$ cat config.mk
export PLATFORM = sky130hd
export DESIGN_NAME = mem_filter_copy
export DESIGN_NICKNAME = d
export VERILOG_FILES = /design/src/rtl/mem_filter_copy.sv
export SDC_FILE = /design/constraint.sdc
export NUM_CORES = 1
export LEC_CHECK = 0
export CORE_AREA = 2 2 102 104
export DETAILED_ROUTE_END_ITERATION = 8
export DIE_AREA = 0 0 104 106
export GPL_ROUTABILITY_DRIVEN = 0
export GPL_TIMING_DRIVEN = 0
export PLACE_DENSITY = 0.49
export SYNTH_ARGS = -nofsm -noshare
export SYNTH_HDL_FRONTEND = slang
export SYNTH_SLANG_ARGS = --single-unit
$ cat constraint.sdc
create_clock -name clk -period 6.1 [get_ports clk]
set_input_delay 1.83 -clock clk [delete_from_list [all_inputs] [get_ports clk]]
set_output_delay 1.83 -clock clk [all_outputs]
set_load 0.01 [all_outputs]
$ cat src/rtl/mem_filter_copy.sv
// Scans a synchronous-read source memory and copies the words that match a
// selectable rule to consecutive destination addresses, reporting count and sum.
module mem_filter_copy #(
  parameter int DATA_W = 8,
  parameter int ADDR_W = 4
) (
  input  logic                     clk,
  input  logic                     reset_n,
  input  logic                     go,
  input  logic                     abort,
  input  logic [1:0]               mode,
  input  logic [DATA_W-1:0]        threshold,
  input  logic [ADDR_W:0]          num_words,
  output logic [ADDR_W-1:0]        src_addr,
  input  logic [DATA_W-1:0]        src_data,
  output logic                     dst_we,
  output logic [ADDR_W-1:0]        dst_addr,
  output logic [DATA_W-1:0]        dst_data,
  output logic                     busy,
  output logic                     done,
  output logic [ADDR_W:0]          match_cnt,
  output logic [DATA_W+ADDR_W-1:0] sum
);

  typedef enum logic [1:0] {S_IDLE, S_READ, S_EVAL, S_DONE} state_e;

  localparam logic [ADDR_W:0] CNT_ONE = (ADDR_W+1)'(1);

  state_e                    state_q, state_d;
  logic [ADDR_W-1:0]         src_addr_q, src_addr_d;
  logic [ADDR_W:0]           match_cnt_q, match_cnt_d;
  logic [ADDR_W:0]           num_q, num_d;
  logic [DATA_W+ADDR_W-1:0]  sum_q, sum_d;
  logic [1:0]                mode_q, mode_d;
  logic [DATA_W-1:0]         thr_q, thr_d;
  logic                      match;
  logic                      last_word;

  // The source address register doubles as the scan index.
  always_comb begin
    unique case (mode_q)
      2'b00:   match = src_data[0];
      2'b01:   match = ~src_data[0];
      2'b10:   match = 1'b1;
      default: match = (src_data >= thr_q);
    endcase
  end

  assign last_word = ({1'b0, src_addr_q} == (num_q - CNT_ONE));

  always_comb begin
    // NOTE: every output and next-state signal gets a default first, so no
    // branch of the case below can leave one unassigned and infer a latch.
    state_d     = state_q;
    src_addr_d  = src_addr_q;
    match_cnt_d = match_cnt_q;
    num_d       = num_q;
    sum_d       = sum_q;
    mode_d      = mode_q;
    thr_d       = thr_q;
    dst_we      = 1'b0;
    dst_addr    = '0;
    dst_data    = '0;
    busy        = 1'b0;
    done        = 1'b0;

    unique case (state_q)
      S_IDLE: begin
        if (go) begin
          mode_d      = mode;
          thr_d       = threshold;
          num_d       = num_words;
          src_addr_d  = '0;
          match_cnt_d = '0;
          sum_d       = '0;
          state_d     = (num_words != '0) ? S_READ : S_DONE;
        end
      end
      S_READ: begin
        busy    = 1'b1;
        state_d = abort ? S_DONE : S_EVAL;
      end
      S_EVAL: begin
        busy = 1'b1;
        if (match && !abort) begin
          dst_we      = 1'b1;
          dst_addr    = match_cnt_q[ADDR_W-1:0];
          dst_data    = src_data;
          match_cnt_d = match_cnt_q + CNT_ONE;
          sum_d       = sum_q + {{ADDR_W{1'b0}}, src_data};
        end
        // Stopping on the last index keeps a full 2^ADDR_W scan from wrapping.
        if (last_word || abort) begin
          state_d = S_DONE;
        end else begin
          src_addr_d = src_addr_q + 1'b1;
          state_d    = S_READ;
        end
      end
      S_DONE: begin
        busy    = 1'b1;
        done    = 1'b1;
        state_d = S_IDLE;
      end
      default: state_d = S_IDLE;
    endcase
  end

  // NOTE: non-blocking assignments so every register samples pre-edge values.
  always_ff @(posedge clk or negedge reset_n) begin
    if (!reset_n) begin
      state_q     <= S_IDLE;
      src_addr_q  <= '0;
      match_cnt_q <= '0;
      num_q       <= '0;
      sum_q       <= '0;
      mode_q      <= '0;
      thr_q       <= '0;
    end else begin
      state_q     <= state_d;
      src_addr_q  <= src_addr_d;
      match_cnt_q <= match_cnt_d;
      num_q       <= num_d;
      sum_q       <= sum_d;
      mode_q      <= mode_d;
      thr_q       <= thr_d;
    end
  end

  assign src_addr  = src_addr_q;
  assign match_cnt = match_cnt_q;
  assign sum       = sum_q;

endmodule

# [Yosys cells after proc, flatten, opt, wreduce, memory -nomap -nowiden]
# Index checks and enable logic that the tools add are counted.
[op_classes] add_sub_neg=4 n_lt_le_gt_ge=1 eq_ne=9 n_mux=23 n_bitwise=1 reduce_logical=11
[op_table] operator="$mux 12" count=2
[op_table] operator="$pmux 12 s2" count=1
[op_table] operator="$mux 4" count=4
[op_table] operator="$mux 8" count=2
[op_table] operator="$add 12x8->12" count=1
[op_table] operator="$mux 5" count=2
[op_table] operator="$pmux 5 s2" count=1
[op_table] operator="$ge 8x8->1" count=1
[op_table] operator="$pmux 2 s4" count=1
[op_table] operator="$pmux 4 s2" count=1
[op_table] operator="$eq 2x2->1 const B" count=3
[op_table] operator="$mux 2" count=3
[op_table] operator="$ne 2x2->1 const B" count=3
[op_table] operator="$reduce_and 3->1" count=2
[op_table] operator="$add 5x1->5 const B" count=1
[op_table] operator="$eq 4x5->1" count=1
[op_table] operator="$mux 1" count=5
[op_table] operator="$reduce_bool 5->1" count=1
[op_table] operator="$sub 5x1->5 const B" count=1
[op_table] operator="$add 4x1->4 const B" count=1
[op_table] operator="$eq 2x1->1 const B" count=2
[op_table] operator="$logic_not 2->1" count=2
[op_table] operator="$pmux 1 s3" count=1
[op_table] operator="$reduce_or 3->1" count=1
[op_table] operator="other kinds (6)" count=6
[word_totals] register_bits=38 in_bits=27 output_inout_bits=36 elab_cells=56

# [Logic depth before layout (Yosys ltp)]
[depth] ltp_word=5 ltp_mapped=9 depth_no_buf=9

# [Worst setup path after synthesis]
# OpenSTA, ideal clock, no wires.
[synth_timing] path_type="input -> output" startpoint="in src_data[0]" endpoint="out dst_addr[0]" t_arrival_ns=3.158 required_ns=4.270 path_slack_ns=1.112 path_stages=7 n_path_buf=1 path_cell_list="inv_1 -> ha_1 -> or3b_1 -> o2111ai_2 -> nand4_4 -> clkbuf_1 -> and3_1"
[synth_via] elab_chain_cells=5 elab_cells_between_ends=6 cone_classes="order compare (1); mux (3); bitwise (1); reduce/logical (1)"
[synth_lines] item="start, declared" line_no="15" text="input logic [DATA_W-1:0] src_data,"
[synth_lines] item="$ge 8x8->1 / $not 1->1 (equally long branches)" line_no="45, 43"
[synth_lines] item="$pmux 1 s3 (*)" line_no="41" text="unique case (mode_q)"
[synth_lines] item="$logic_and 1x1->1 (*)" line_no="85" text="if (match && !abort) begin"
[synth_lines] item="$mux 4 (*)" line_no="85"
[synth_lines] item="$mux 4 (*)" line_no="67" text="unique case (state_q)"
[synth_lines] item="end, declared" line_no="17" text="output logic [ADDR_W-1:0] dst_addr,"
# Mark *: on every way between the ends. The rest lies on a longest branch, timed or not.

# [Worst setup path after layout]
[layout_timing] startpoint="in src_data[1]" endpoint="out dst_data[6]"
[layout_via] elab_chain_cells=5
[layout_lines] item="$ge 8x8->1" line_no="45" text="default: match = (src_data >= thr_q);"
[layout_lines] item="$pmux 1 s3" line_no="41"
[layout_lines] item="$logic_and 1x1->1" line_no="85"
[layout_lines] item="$mux 8" line_no="85"
[layout_lines] item="$mux 8" line_no="67"
[layout_lines] item="end, declared" line_no="18" text="output logic [DATA_W-1:0] dst_data,"
# Every way passes these cells.

==> Flow_metrics.wiki <==
{| class="wikitable"
! Metric !! Value
|-
| Leak || ~0.0015 uW
|-
| Max_cap viols || 0
|-
| Cell internal pwr || around 680 uW
|-
| Reg-to-Reg End || sum[10]$_DFFE_PN0P_
|-
| Switch Pwr || 479 uW
|-
| Share of flip-flops with an asynchronous set or reset || 100%
|-
| Clock network fraction of design power || 16.1%
|-
| Total Nets Final || ~380
|-
| Clk sink count || 38
|-
| Area after detailed placement || about 3200 sq um
|-
| CP Launch Type || input pin
|-
| Post CTS Setup Buffer Count || 0
|-
| Synthesized net count || between 300 and 400
|-
| Cell depth of the worst flop-to-flop path || 9
|-
| Effective utilization at floorplan || roughly a quarter
|-
| Synth-to-layout area growth || 37.8%
|-
| Number of antenna violations at the first check in global routing || 0
|-
| Antenna cells || 0
|-
| Switching fraction of total power || around 40%
|-
| Maximum clock insertion buffer count || 2
|-
| HPWL after DPL || between 5000 and 6000 um
|-
| Worst EP arrival || approximately 4200 ps
|-
| Final non-filler cell area || 3330 sq um
|-
| Mean post-synth cell area || around 9.0 sq um
|-
| Run status || completed
|-
| Number of H-tree branching levels || 2
|-
| Tightest Pin Transition || 591 ps
|-
| Clock Latency Late Sink || 290 ps
|-
| Average wire per standard cell || between 15 and 20 um
|-
| Cell seen most often among critical-path stages || sky130_fd_sc_hd__clkdlybuf4s50_1
|-
| Num ports || 63
|-
| Sequential element share of the synthesized area || between 30% and 40%
|-
| Clock tree from TritonCTS || yes
|-
| Routed wire length || roughly 7100 um
|-
| Post-placement worst setup slack || -202 ps
|-
| Clock skew || approximately 10 ps
|-
| Max-slew violation count || 0
|-
| RSZ-0062 raised after global routing || false
|-
| Routed Antenna Nets || 0
|-
| Number of buffers inserted during clock tree synthesis || 5
|-
| Critical path's largest stage delay || 490 ps
|-
| FMAX || approximately 170 MHz
|-
| CP Data Required Time || between 4000 and 5000 ps
|-
| Power Density || 349 nW/um^2
|-
| Worst setup EP type || output pin
|-
| Number of global-route vias before repair || 2242
|-
| Clk pin slew, worst setup/hold paths || ~80 ps
|-
| Worst Hold End || sum[11]$_DFFE_PN0P_
|-
| Setup slack on the worst flop-to-flop path || about 3800 ps
|-
| Synth Warn # || 0
|-
| Final setup fails || 0
|-
| Drc violations || 0
|-
| First-pass detailed-route iteration total || 4
|-
| Hold path startpoint || sum[11]$_DFFE_PN0P_
|-
| Die Y-Extent || 106 um
|-
| Floorplan die width || 104 um
|-
| Largest voltage drop on the vdd net || roughly 0.11 mV
|-
| Vias per cell || approximately 4.5
|-
| Via count || about 2.2k
|-
| Register bit count reported by yosys || 38
|-
| Area of the mapped netlist || roughly 2400 sq um
|-
| Residual overflow from global routing || 0
|-
| Part of the cycle the worst path needs || slightly below 100%
|-
| Hold Violations, Final || 0
|-
| Total global routing track utilization || a little over an eighth
|-
| Count of input and output buffers || 62
|-
| Type of the worst min-delay path || register to register
|-
| Number of synthesized flops with an enable pin || 0
|-
| Worst Hold Path Cells || 1
|-
| Root cell of the clock tree || sky130_fd_sc_hd__clkbuf_8
|-
| Critical setup path kind || input pin to output pin
|-
| Proportion of power drawn by combinational gates || 48.6%
|-
| Slowest CP cell || sky130_fd_sc_hd__clkdlybuf4s50_1
|-
| Fillers || around 1.1k
|-
| Core region area || ~10000 sq um
|-
| CP Max Fanout || 10
|-
| Distinct cell type count after synthesis || 46
|-
| Final worst setup slack || 79.2 ps
|-
| Iteration-0 DRC Markers || 74
|-
| Main synth FF type || sky130_fd_sc_hd__dfrtp_1
|-
| Rows || 37
|-
| Full die area || between 10000 and 15000 sq um
|-
| Min Tclk post-route || roughly 6000 ps
|-
| Launch instance of the worst register-to-register path || sum[0]$_DFFE_PN0P_
|-
| Sequential power share || between 30% and 40%
|-
| Fraction of layout cells with a size suffix above 1 || under 10%
|-
| Largest net degree at the start of global routing || 23
|-
| Gate count of the mapped netlist || ~270
|-
| Wire length of the first global-routing pass || 11900 um
|-
| Worst slew margin relative to its limit || approximately 61%
|-
| Cell chain of the critical path || clkdlybuf4s50_1 -> ha_1 -> or3b_1 -> o2111ai_2 -> nand4_4 -> buf_2 -> and3_1 -> clkdlybuf4s50_1
|}
-- metal layers --
layer,vias up,routed length (um),GRT usage [%]
met5,-,0,0
met4,0,129,4.54
met3,10,309,3.19
met2,51,3090,20.9
met1,1016,3590,18.7
li1,1079,-,-
-- critical path: cells and delay by family --
kind            cells  cell delay (ps)
compound gates      1              120
simple gates        3              770
fa+ha+maj           1              260
buf+inv             3             1210
-- cells in the mapped netlist, types with 3 or more instances --
cell	count	area [sq um]
sky130_fd_sc_hd__o21ai_0	24	120
sky130_fd_sc_hd__nand2b_1	4	25.0
sky130_fd_sc_hd__nand3_1	11	55.1
sky130_fd_sc_hd__nor2b_1	3	18.8
sky130_fd_sc_hd__a21oi_1	6	30.0
sky130_fd_sc_hd__and3_1	13	81.3
sky130_fd_sc_hd__ha_1	19	238
sky130_fd_sc_hd__dfrtp_1	38	951
sky130_fd_sc_hd__inv_1	16	60.1
sky130_fd_sc_hd__mux2i_1	4	40.0
sky130_fd_sc_hd__or4_1	3	22.5
sky130_fd_sc_hd__nand2_1	56	210
sky130_fd_sc_hd__xnor2_1	5	43.8
sky130_fd_sc_hd__and2_1	3	18.8
sky130_fd_sc_hd__nor2_1	4	15.0
sky130_fd_sc_hd__o211ai_1	4	30.0
sky130_fd_sc_hd__xor2_1	5	43.8
sky130_fd_sc_hd__clkbuf_1	8	30.0
sky130_fd_sc_hd__o31ai_1	5	37.5
sky130_fd_sc_hd__a21o_1	4	30.0
-- kinds of logic after synthesis --
| family | share of synthesized area [%] |
|---|---|
| flip-flops | 39.4 |
| AO/OA/AOI/OAI | 17.1 |
| adder cells (fa/ha/maj) | 10.7 |
| buffers and inverters | 4.61 |
| multiplexers | 2.13 |
| AND/OR/NAND/NOR | 22.4 |
| XOR/XNOR | 3.63 |
-- area by class of cell --
class,count,area [sq um],share of cell area (%)
Clock inverter,1,5.00,0.150
Buffer,11,56.3,1.69
Tap cell,136,170,5.11
Timing Repair Buffer,63,642,19.3
Sequential cell,38,951,28.6
Inverter,16,60.1,1.81
Clock buffer,7,86.3,2.59
Multi-Input combinational cell,202,1360,40.8
-- sequential cells by signal, indices dropped and copies added (netlist names) --
| signal | count |
|---|---|
| match_cnt | 5 |
| mode_q | 2 |
| num_q | 5 |
| src_addr | 4 |
| state_q | 2 |
| sum | 12 |
| thr_q | 8 |
-- power groups by stage --
stage | Clock, uW | Sequential (uW) | Combinational, uW
floorplan | 0 | 409 | 341
detailed placement | 0 | 415 | 562
global placement | 0 | 414 | 552
global route | 207 | 429 | 634
finish | 187 | 411 | 565
CTS | 195 | 411 | 567
-- worst max path at each step --
stage | from | end | slack, ps | cells past startpoint
6_report | src_data[1] | dst_data[6] | 80 | 8
5_1_grt | src_data[5] | dst_data[6] | 10 | 8
4_1_cts | src_data[3] | dst_data[6] | 40 | 7
3_5_place_dp | src_data[0] | dst_data[6] | -200 | 9
3_3_place_gp | src_data[0] | dst_data[6] | -200 | 9
2_1_floorplan | src_data[0] | dst_addr[0] | 1110 | 7
-- repair_timing --
item | 4_1_cts | 5_1_grt
endpoints found under the hold margin | 0 | 0
hold buffers | 0 | 0
endpoints found under the setup margin | 11 | 10
gates resized for setup | 3 | 4
-- stage by stage --
stage	TNS, ps	util, %	hold slack, ps	total power (uW)	cells
final	0	33.3	507	1160	474
after global routing	0	33.3	521	1270	474
after CTS	0	33.2	511	1170	474
after detailed placement	-1800	32.3	483	977	466
after global placement	-1690	32.0	483	967	465
after floorplan	0	-	450	750	267
-- cells in the final DEF (no fill, tap or decap), drive strengths merged, types with 5 or more instances in the layout --
| cell type | instances |
|---|---|
| xnor2 | 5 |
| buf | 6 |
| clkdlybuf4s50 | 60 |
| inv | 16 |
| dfrtp | 38 |
| o21ai | 24 |
| o31ai | 5 |
| clkbuf | 14 |
| a21oi | 8 |
| and3 | 13 |
| nand3 | 11 |
| xor2 | 5 |
| nand2 | 56 |
| ha | 19 |
(Power assumes the default switching activity.)
